## config.mk

```make
export PLATFORM = sky130hd
export DESIGN_NAME = uart_rx32_flat
export DESIGN_NICKNAME = d
export VERILOG_FILES = /design/src/rtl/uart_rx32_if.sv /design/src/rtl/uart_rx32.sv /design/src/flat_wrapper.sv
export SDC_FILE = /design/constraint.sdc
export NUM_CORES = 1
export LEC_CHECK = 0
export BUFFER_PORTS_ARGS = -buffer_cell sky130_fd_sc_hd__buf_2
export CORE_MARGIN = 5
export CORE_UTILIZATION = 35
export DETAILED_ROUTE_END_ITERATION = 8
export PLACE_DENSITY = 0.54
export SLEW_MARGIN = 20
export SYNTH_ARGS = -nofsm -noshare
export SYNTH_HDL_FRONTEND = slang
export SYNTH_SLANG_ARGS = --single-unit
```

## constraint.sdc

```tcl
create_clock -name clk -period 5.2 [get_ports clk]
set_clock_uncertainty 0.05 [all_clocks]
set_input_delay 1.04 -clock clk [delete_from_list [all_inputs] [get_ports clk]]
set_output_delay 1.04 -clock clk [all_outputs]
set_load 0.01 [all_outputs]
```

## src/rtl/uart_rx32_if.sv

```systemverilog
// rtl/uart_rx32_if.sv - serial line and word-output bundle of the 32-bit UART receiver
//
// Purpose: groups the receiver's line input and its word/status outputs.
// Signals:
//   rx         serial line into the receiver, idles high
//   data_out   last good 32-bit word received
//   valid      one-cycle strobe, data_out updated in the same cycle
//   frame_err  one-cycle strobe when the stop bit was sampled low
//   busy       receiver is not idle
// Modports: master = line driver / word consumer, slave = receiver.
interface uart_rx32_if;
  logic        rx;
  logic [31:0] data_out;
  logic        valid;
  logic        frame_err;
  logic        busy;

  modport master (output rx, input data_out, input valid, input frame_err, input busy);
  modport slave  (input rx, output data_out, output valid, output frame_err, output busy);
endinterface

```

## src/rtl/uart_rx32.sv

```systemverilog
// rtl/uart_rx32.sv - 34-bit frame UART receiver (start, 32 data LSB first, stop)
//
// Purpose: receives one 32-bit word per frame from the host/debug link and
// presents it with a one-cycle valid strobe. A low stop bit gives a one-cycle
// frame_err strobe and the receiver then waits for the line to return high.
// Ports:
//   clk   system clock, all logic on posedge
//   rst   synchronous active-high reset, priority over everything
//   bus   uart_rx32_if.slave: rx in; data_out, valid, frame_err, busy out
// Parameters:
//   CLK_FREQ  clock frequency in Hz
//   BAUD      line bit rate; BAUD_DIV = CLK_FREQ/BAUD, HALF = BAUD_DIV/2
module uart_rx32 #(
  parameter int unsigned CLK_FREQ = 100_000_000,
  parameter int unsigned BAUD     = 115200
) (
  input  logic        clk,
  input  logic        rst,
  uart_rx32_if.slave  bus
);

  localparam int unsigned BAUD_DIV = CLK_FREQ / BAUD;
  localparam int unsigned HALF     = BAUD_DIV / 2;
  localparam logic [31:0] DIV_M1   = 32'(BAUD_DIV - 1);
  localparam logic [31:0] HALF_M1  = 32'(HALF - 1);

  typedef enum logic [2:0] {
    S_IDLE,
    S_START,
    S_DATA,
    S_STOP,
    S_BREAK
  } state_t;

  state_t      state, state_n;
  logic        rx_meta, rx_s;
  logic [31:0] cnt, cnt_n;
  logic [5:0]  bit_idx, bit_idx_n;
  logic [31:0] shift, shift_n;
  logic [31:0] data_q, data_n;
  logic        valid_q, valid_n;
  logic        ferr_q, ferr_n;

  always_ff @(posedge clk) begin
    if (rst) begin
      // synchronizer resets to the idle line level so reset alone never looks like a start edge
      rx_meta <= 1'b1;
      rx_s    <= 1'b1;
      state   <= S_IDLE;
      cnt     <= '0;
      bit_idx <= '0;
      shift   <= '0;
      data_q  <= '0;
      valid_q <= 1'b0;
      ferr_q  <= 1'b0;
    end else begin
      rx_meta <= bus.rx;
      rx_s    <= rx_meta;
      state   <= state_n;
      cnt     <= cnt_n;
      bit_idx <= bit_idx_n;
      shift   <= shift_n;
      data_q  <= data_n;
      valid_q <= valid_n;
      ferr_q  <= ferr_n;
    end
  end

  always_comb begin
    state_n   = state;
    // baud counter free-runs outside IDLE; each sample point and state change clears it
    cnt_n     = (state == S_IDLE) ? 32'd0 : cnt + 32'd1;
    bit_idx_n = bit_idx;
    shift_n   = shift;
    data_n    = data_q;
    valid_n   = 1'b0;
    ferr_n    = 1'b0;

    case (state)
      S_IDLE: begin
        if (!rx_s) begin
          state_n = S_START;
        end
      end
      S_START: begin
        // re-check the line at mid start bit; a short low glitch returns silently to IDLE
        if (cnt == HALF_M1) begin
          cnt_n = 32'd0;
          if (!rx_s) begin
            state_n   = S_DATA;
            bit_idx_n = 6'd0;
          end else begin
            state_n = S_IDLE;
          end
        end
      end
      S_DATA: begin
        if (cnt == DIV_M1) begin
          cnt_n     = 32'd0;
          shift_n   = {rx_s, shift[31:1]};
          bit_idx_n = bit_idx + 6'd1;
          if (bit_idx == 6'd31) begin
            state_n = S_STOP;
          end
        end
      end
      S_STOP: begin
        // leave at mid stop bit so a start edge right after a single stop bit is caught
        if (cnt == DIV_M1) begin
          cnt_n = 32'd0;
          if (rx_s) begin
            data_n  = shift;
            valid_n = 1'b1;
            state_n = S_IDLE;
          end else begin
            ferr_n  = 1'b1;
            state_n = S_BREAK;
          end
        end
      end
      S_BREAK: begin
        // a line held low after a bad stop bit must not re-trigger a frame
        if (rx_s) begin
          cnt_n   = 32'd0;
          state_n = S_IDLE;
        end
      end
      default: begin
        cnt_n   = 32'd0;
        state_n = S_IDLE;
      end
    endcase
  end

  assign bus.data_out  = data_q;
  assign bus.valid     = valid_q;
  assign bus.frame_err = ferr_q;
  assign bus.busy      = (state != S_IDLE);

endmodule

```

## src/flat_wrapper.sv

```systemverilog
// flat-port wrapper written by rule: the top's interface ports become plain ports
module uart_rx32_flat 
#(
  parameter int unsigned CLK_FREQ = 100_000_000,
  parameter int unsigned BAUD     = 115200
)
  (clk, rst, bus_rx, bus_data_out, bus_valid, bus_frame_err, bus_busy);
  uart_rx32_if bus_i ();
  input  logic clk;
  input  logic rst;
  input wire logic [$bits(bus_i.rx)-1:0] bus_rx;
  output wire logic [$bits(bus_i.data_out)-1:0] bus_data_out;
  output wire logic [$bits(bus_i.valid)-1:0] bus_valid;
  output wire logic [$bits(bus_i.frame_err)-1:0] bus_frame_err;
  output wire logic [$bits(bus_i.busy)-1:0] bus_busy;
  assign bus_i.rx = bus_rx;
  assign bus_data_out = bus_i.data_out;
  assign bus_valid = bus_i.valid;
  assign bus_frame_err = bus_i.frame_err;
  assign bus_busy = bus_i.busy;
  uart_rx32 #(.CLK_FREQ(CLK_FREQ), .BAUD(BAUD)) u_core (.clk(clk), .rst(rst), .bus(bus_i));
endmodule
```

# Word-level counts from Yosys, hierarchy flattened
# Index checks and enable logic that the tools add are counted.
[totals]
wordCells = 56
ff_bits = 109
in_bits = 3
output_inout_bits = 35
[op_classes]
reduce_logical = 9
add_sub_neg = 2
muxes = 20
n_bitwise = 2
n_eq_ne = 14
[op_table]
columns = ["cell", "n"]
rows = [
  ["$mux W32", 4],
  ["$pmux W32 S4", 1],
  ["$add A32 B1 Y32 const B", 1],
  ["$eq A32 B10 Y1 const B", 1],
  ["$eq A32 B9 Y1 const B", 1],
  ["$mux W3", 7],
  ["$mux W6", 3],
  ["$pmux W3 S5", 1],
  ["$pmux W6 S2", 1],
  ["$ne A2 B1 Y1 const B", 5],
  ["$add A6 B1 Y6 const B", 1],
  ["$eq A3 B2 Y1 const B", 2],
  ["$eq A6 B5 Y1 const B", 1],
  ["$reduce_and A6 Y1", 1],
  ["$ne A2 B2 Y1 const B", 2],
  ["$reduce_and A4 Y1", 1],
  ["$eq A3 B1 Y1 const B", 1],
  ["$eq A3 B3 Y1 const B", 1],
  ["$logic_not A3 Y1", 1],
  ["$reduce_and A3 Y1", 1],
  ["$reduce_bool A3 Y1", 1],
  ["$reduce_or A3 Y1", 1],
  ["$mux W1", 2],
  ["$mux W2", 1],
  ["other kinds (4)", 5],
]

# Logic depth before layout (Yosys ltp)
[logic_depth]
depth_word = 4
mapped_depth = 8
mapped_depth_nobuf = 7

# Worst setup path after synthesis
# Ideal clock, no wire load.
[synth_timing]
path_kind = "input to register"
startpoint = "in rst"
endpoint = "reg u_core.cnt[10]"
path_stages = 7
setup_slack_ns = 2.858
required_ns = 5.022
setup_ns = 0.128
arrival_time_ns = 2.164
path_buffers = 2
cell_sequence = "clkbuf_1 -> inv_1 -> and3_1 -> a22oi_1 -> o211a_1 -> clkbuf_1 -> nor2_1"
[synth_lines]
columns = ["item", "line", "rtl"]
rows = [
  ["start: declaration", "flat_wrapper.sv:10", "input logic rst;"],
  ["end signal: assignment", "uart_rx32.sv:60", "cnt <= cnt_n;"],
  ["end: declaration", "uart_rx32.sv:37", "logic [31:0] cnt, cnt_n;"],
]

# Final worst setup path
[layout_timing]
startpoint = "reg u_core.cnt[0]"
endpoint = "reg u_core.bit_idx[0]"
[layout_between]
elab_chain_cells = 3
word_cells_on_any_way = 5
cone_classes = "eq/ne: 4; reduce/logical: 1"
[layout_lines]
columns = ["item", "line", "rtl"]
rows = [
  ["$eq A32 B10 Y1 / $eq A32 B9 Y1 (equally long branches)", "uart_rx32.sv:98, uart_rx32.sv:87", ""],
  ["$ne A2 B1 Y1 (no line)", "--", ""],
  ["$reduce_and A4 Y1 (no line) *", "--", ""],
  ["end signal: assignment", "uart_rx32.sv:61", "bit_idx <= bit_idx_n;"],
  ["end: declaration", "uart_rx32.sv:38", "logic [5:0] bit_idx, bit_idx_n;"],
]
# Mark *: on every way between the ends. The rest lies on a longest branch, timed or not.
# A chain may end at the register's enable or synchronous reset.

==> impl_metrics.yaml <==
detailed_routing:
  routed_wl_mm: 9.05
  postRouteAntennaNets: 0
  avgRoutedWirePerCell_um: 12.4
  avgViaCountPerCell: 4.85
  drtPass1Iterations: 4
  route.vias.total: 3549
  dr.first_iter.drc_count: 245
  drcViolationCount: 0
worst_hold_path:
  min_from: "u_core.rx_meta$_SDFF_PP1_"
  holdPathStages: 1
  hp-class: "flip-flop to flip-flop"
  hold_end: "u_core.rx_s$_SDFF_PP1_"
timing:
  worst_slack_ns: 2.22
  slew_headroom: 0.333
  hold_viol: 0
  fin_crit_sh: 0.574
  fmax_mhz: 335
  worst_pin_slew_ns: 0.992
  rsz0062_at_grt: "no"
  finalSetupTns_ns: 0
  setup_viol: 0
  slew_viol_final: 0
  min_period_ns: 2.98
critical_path:
  rr_endpoint: "u_core.bit_idx[0]$_SDFFE_PP0P_"
  r2r_start: "u_core.cnt[0]$_SDFF_PP0_"
  cp-end-kind: "flip-flop"
  critPathLaunchType: "flip-flop"
  rr_worst_depth: 6
  worstPathRequired_ns: 5.44
  critPathKind: "flip-flop to flip-flop"
  ff2ff_setup_slack_ns: 2.22
  cp_max_fo: 33
  cp.arrival_ns: 3.22
synth:
  avgSynthCellArea_um2: 8.21
  yosysUniqueCellTypes: 40
  synth_fp_nets: 542
  syn_area_mm2: 0.00440
  synth-seq-area-share: 0.496
  ys_ff_latch: 109
  synth_ff_type: "dfxtp_1"
  synth_edf_count: 0
  synthArstFlopShare: 0
  yosysWarnings: 0
  syn_inst: 536
clocking:
  htree_levels: 3
  cts_setup_buffers: 0
  clockRootBuffer: "clkbuf_16"
  cts_tree: "done"
  hold_buffers: 0
  ctsResizeCount: 0
  numCtsBuffers: 9
  clk_latency_ns: 0.36
  path_clk_slew_ns: 0.07
  cts_buffer_depth: 2
  numClockSinks: 109
floorplanning:
  ios: 38
  fp.dieArea_mm2: 0.0149
  rows: 41
  die_y_um: 122
  die_w_um: 122
  core_mm2: 0.0125
  initial_core_util: 0.353
placement:
  dp_cells: 717
  portBuffers: 37
  dpl_cell_area_mm2: 0.00472
  hpwl_mm: 5.82
  gp_congestion: 0.817
  place_ws_ns: 2.12
job:
  drv_cap: 0
pwr:
  max-vdd-ir-drop_uv: 118
  p_leak_nw: 1.66
  powerDensity_mw_per_mm2: 304
finish:
  drive_gt1_frac: 0.121
  layout.nets: 562
  postLayoutCellArea_mm2: 0.00501
  final_cells: 732
  fillers: 1321
  area_delta_synth_final_pct: 13.8
  num_antenna_cells: 0
grt:
  grt_antenna_before_repair: 0
  grt_pass1_wl_mm: 15.5
  grt_start_max_net_pins: 77
  grt_pass1_vias: 3319
  grt_usage: 0.130
  grt.overflow.total: 0
status:
  status: "complete, no violations"
final cells by class:
class                   count  area (um^2)  area share
multi-input cells         391         2100       0.420
clock inverters             5         43.8     0.00875
inverters                   5         18.8     0.00375
well taps                 172          215      0.0430
repair buffers             40          208      0.0415
clock buffers              10          239      0.0477
flip-flops and latches    109         2180       0.436
cells by family after synthesis:
kind of cell    synth area share
buf+inv                   0.0316
compound gates             0.107
simple gates               0.291
fa+ha+maj                0.00853
xor+xnor                  0.0617
mux                      0.00483
flops                      0.496
worst max path at each step:
stage / from / to / slack [ns] / cells past startpoint
after floorplan: rst / u_core.cnt[10]$_SDFF_PP0_ / 2.86 / 7
after global placement: u_core.cnt[0]$_SDFF_PP0_ / u_core.bit_idx[0]$_SDFFE_PP0P_ / 2.18 / 6
after detailed placement: u_core.cnt[0]$_SDFF_PP0_ / u_core.bit_idx[0]$_SDFFE_PP0P_ / 2.12 / 6
after CTS: u_core.cnt[0]$_SDFF_PP0_ / u_core.bit_idx[0]$_SDFFE_PP0P_ / 2.09 / 6
after global routing: u_core.cnt[0]$_SDFF_PP0_ / u_core.bit_idx[0]$_SDFFE_PP0P_ / 2.03 / 6
final: u_core.cnt[0]$_SDFF_PP0_ / u_core.bit_idx[0]$_SDFFE_PP0P_ / 2.22 / 6
state kept, by name (all words and copies together), names as in the netlist:
signal / cells
u_core.state: 3
u_core.bit_idx: 6
u_core.bus.data_out: 32
u_core.shift: 32
u_core.rx_s: 1
u_core.bus.valid: 1
u_core.bus.frame_err: 1
u_core.rx_meta: 1
u_core.cnt: 32
critical path, cell delays in order (launching register included):
cell and delay (ns):
dfxtp_1 0.43, ha_1 0.27, nor3b_1 0.27, or2b_4 0.36, or4_2 1.03, mux2_1 0.41
nor2_1 0.08
power by group:
group / internal [W] / switching, W
clock: 0.000341 / 0.000316
combinational: 0.00000718 / 0.0000203
sequential: 0.000836 / 0.00000416
total: 0.00118 / 0.000340
Yosys cell counts, types with 4 or more instances:
library cell / count / area (um^2)
a21oi_1: 67 / 335
nor4_1: 7 / 43.8
nand2_1: 145 / 544
nor3b_1: 5 / 37.5
nor4_2: 6 / 75.1
clkbuf_1: 28 / 105
xor2_1: 18 / 158
nor2_1: 44 / 165
dfxtp_1: 109 / 2180
and4_1: 5 / 43.8
nand3_1: 13 / 65.1
inv_1: 5 / 18.8
nor3_1: 7 / 35.0
and3_1: 7 / 43.8
xnor2_1: 13 / 114
or3_1: 5 / 31.3
a211oi_1: 4 / 30.0
nand4_1: 13 / 81.3
through the flow:
step	hold slack [ns]	power, W	utilization
after CTS	0.372	0.00155	0.401
after detailed placement	0.361	0.000888	0.379
after global routing	0.378	0.00158	0.402
after global placement	0.348	0.000887	0.379
after floorplan	0.339	0.000880	-
final	0.366	0.00152	0.402
cells in the final DEF, fill, tap and decap left out, types with 3 or more instances in the layout:
cell type | netlist | final
nand2_1 | 145 | 145
dfxtp_1 | 109 | 109
a21oi_1 | 67 | 67
nor2_1 | 44 | 44
buf_2 | 3 | 37
xor2_1 | 18 | 18
nand3_1 | 13 | 13
xnor2_1 | 13 | 13
nand4_1 | 13 | 13
clkbuf_16 | 0 | 9
nor4_1 | 7 | 7
and3_1 | 7 | 7
nor3_1 | 7 | 7
inv_1 | 5 | 5
or3_1 | 5 | 5
nor3b_1 | 5 | 5
and4_1 | 5 | 5
nor4_2 | 6 | 4
a211oi_1 | 4 | 4
o32ai_1 | 3 | 3
ha_1 | 3 | 3
buf_4 | 0 | 3
per-layer routing:
layer / vias to the layer above / part of all wire / track usage
li1: 1849 / - / -
met1: 1628 / 0.48 / 0.165
met2: 55 / 0.45 / 0.205
met3: 17 / 0.042 / 0.0288
met4: 0 / 0.026 / 0.0728
met5: - / 0 / 0
Power figures use the tool's default switching activity.
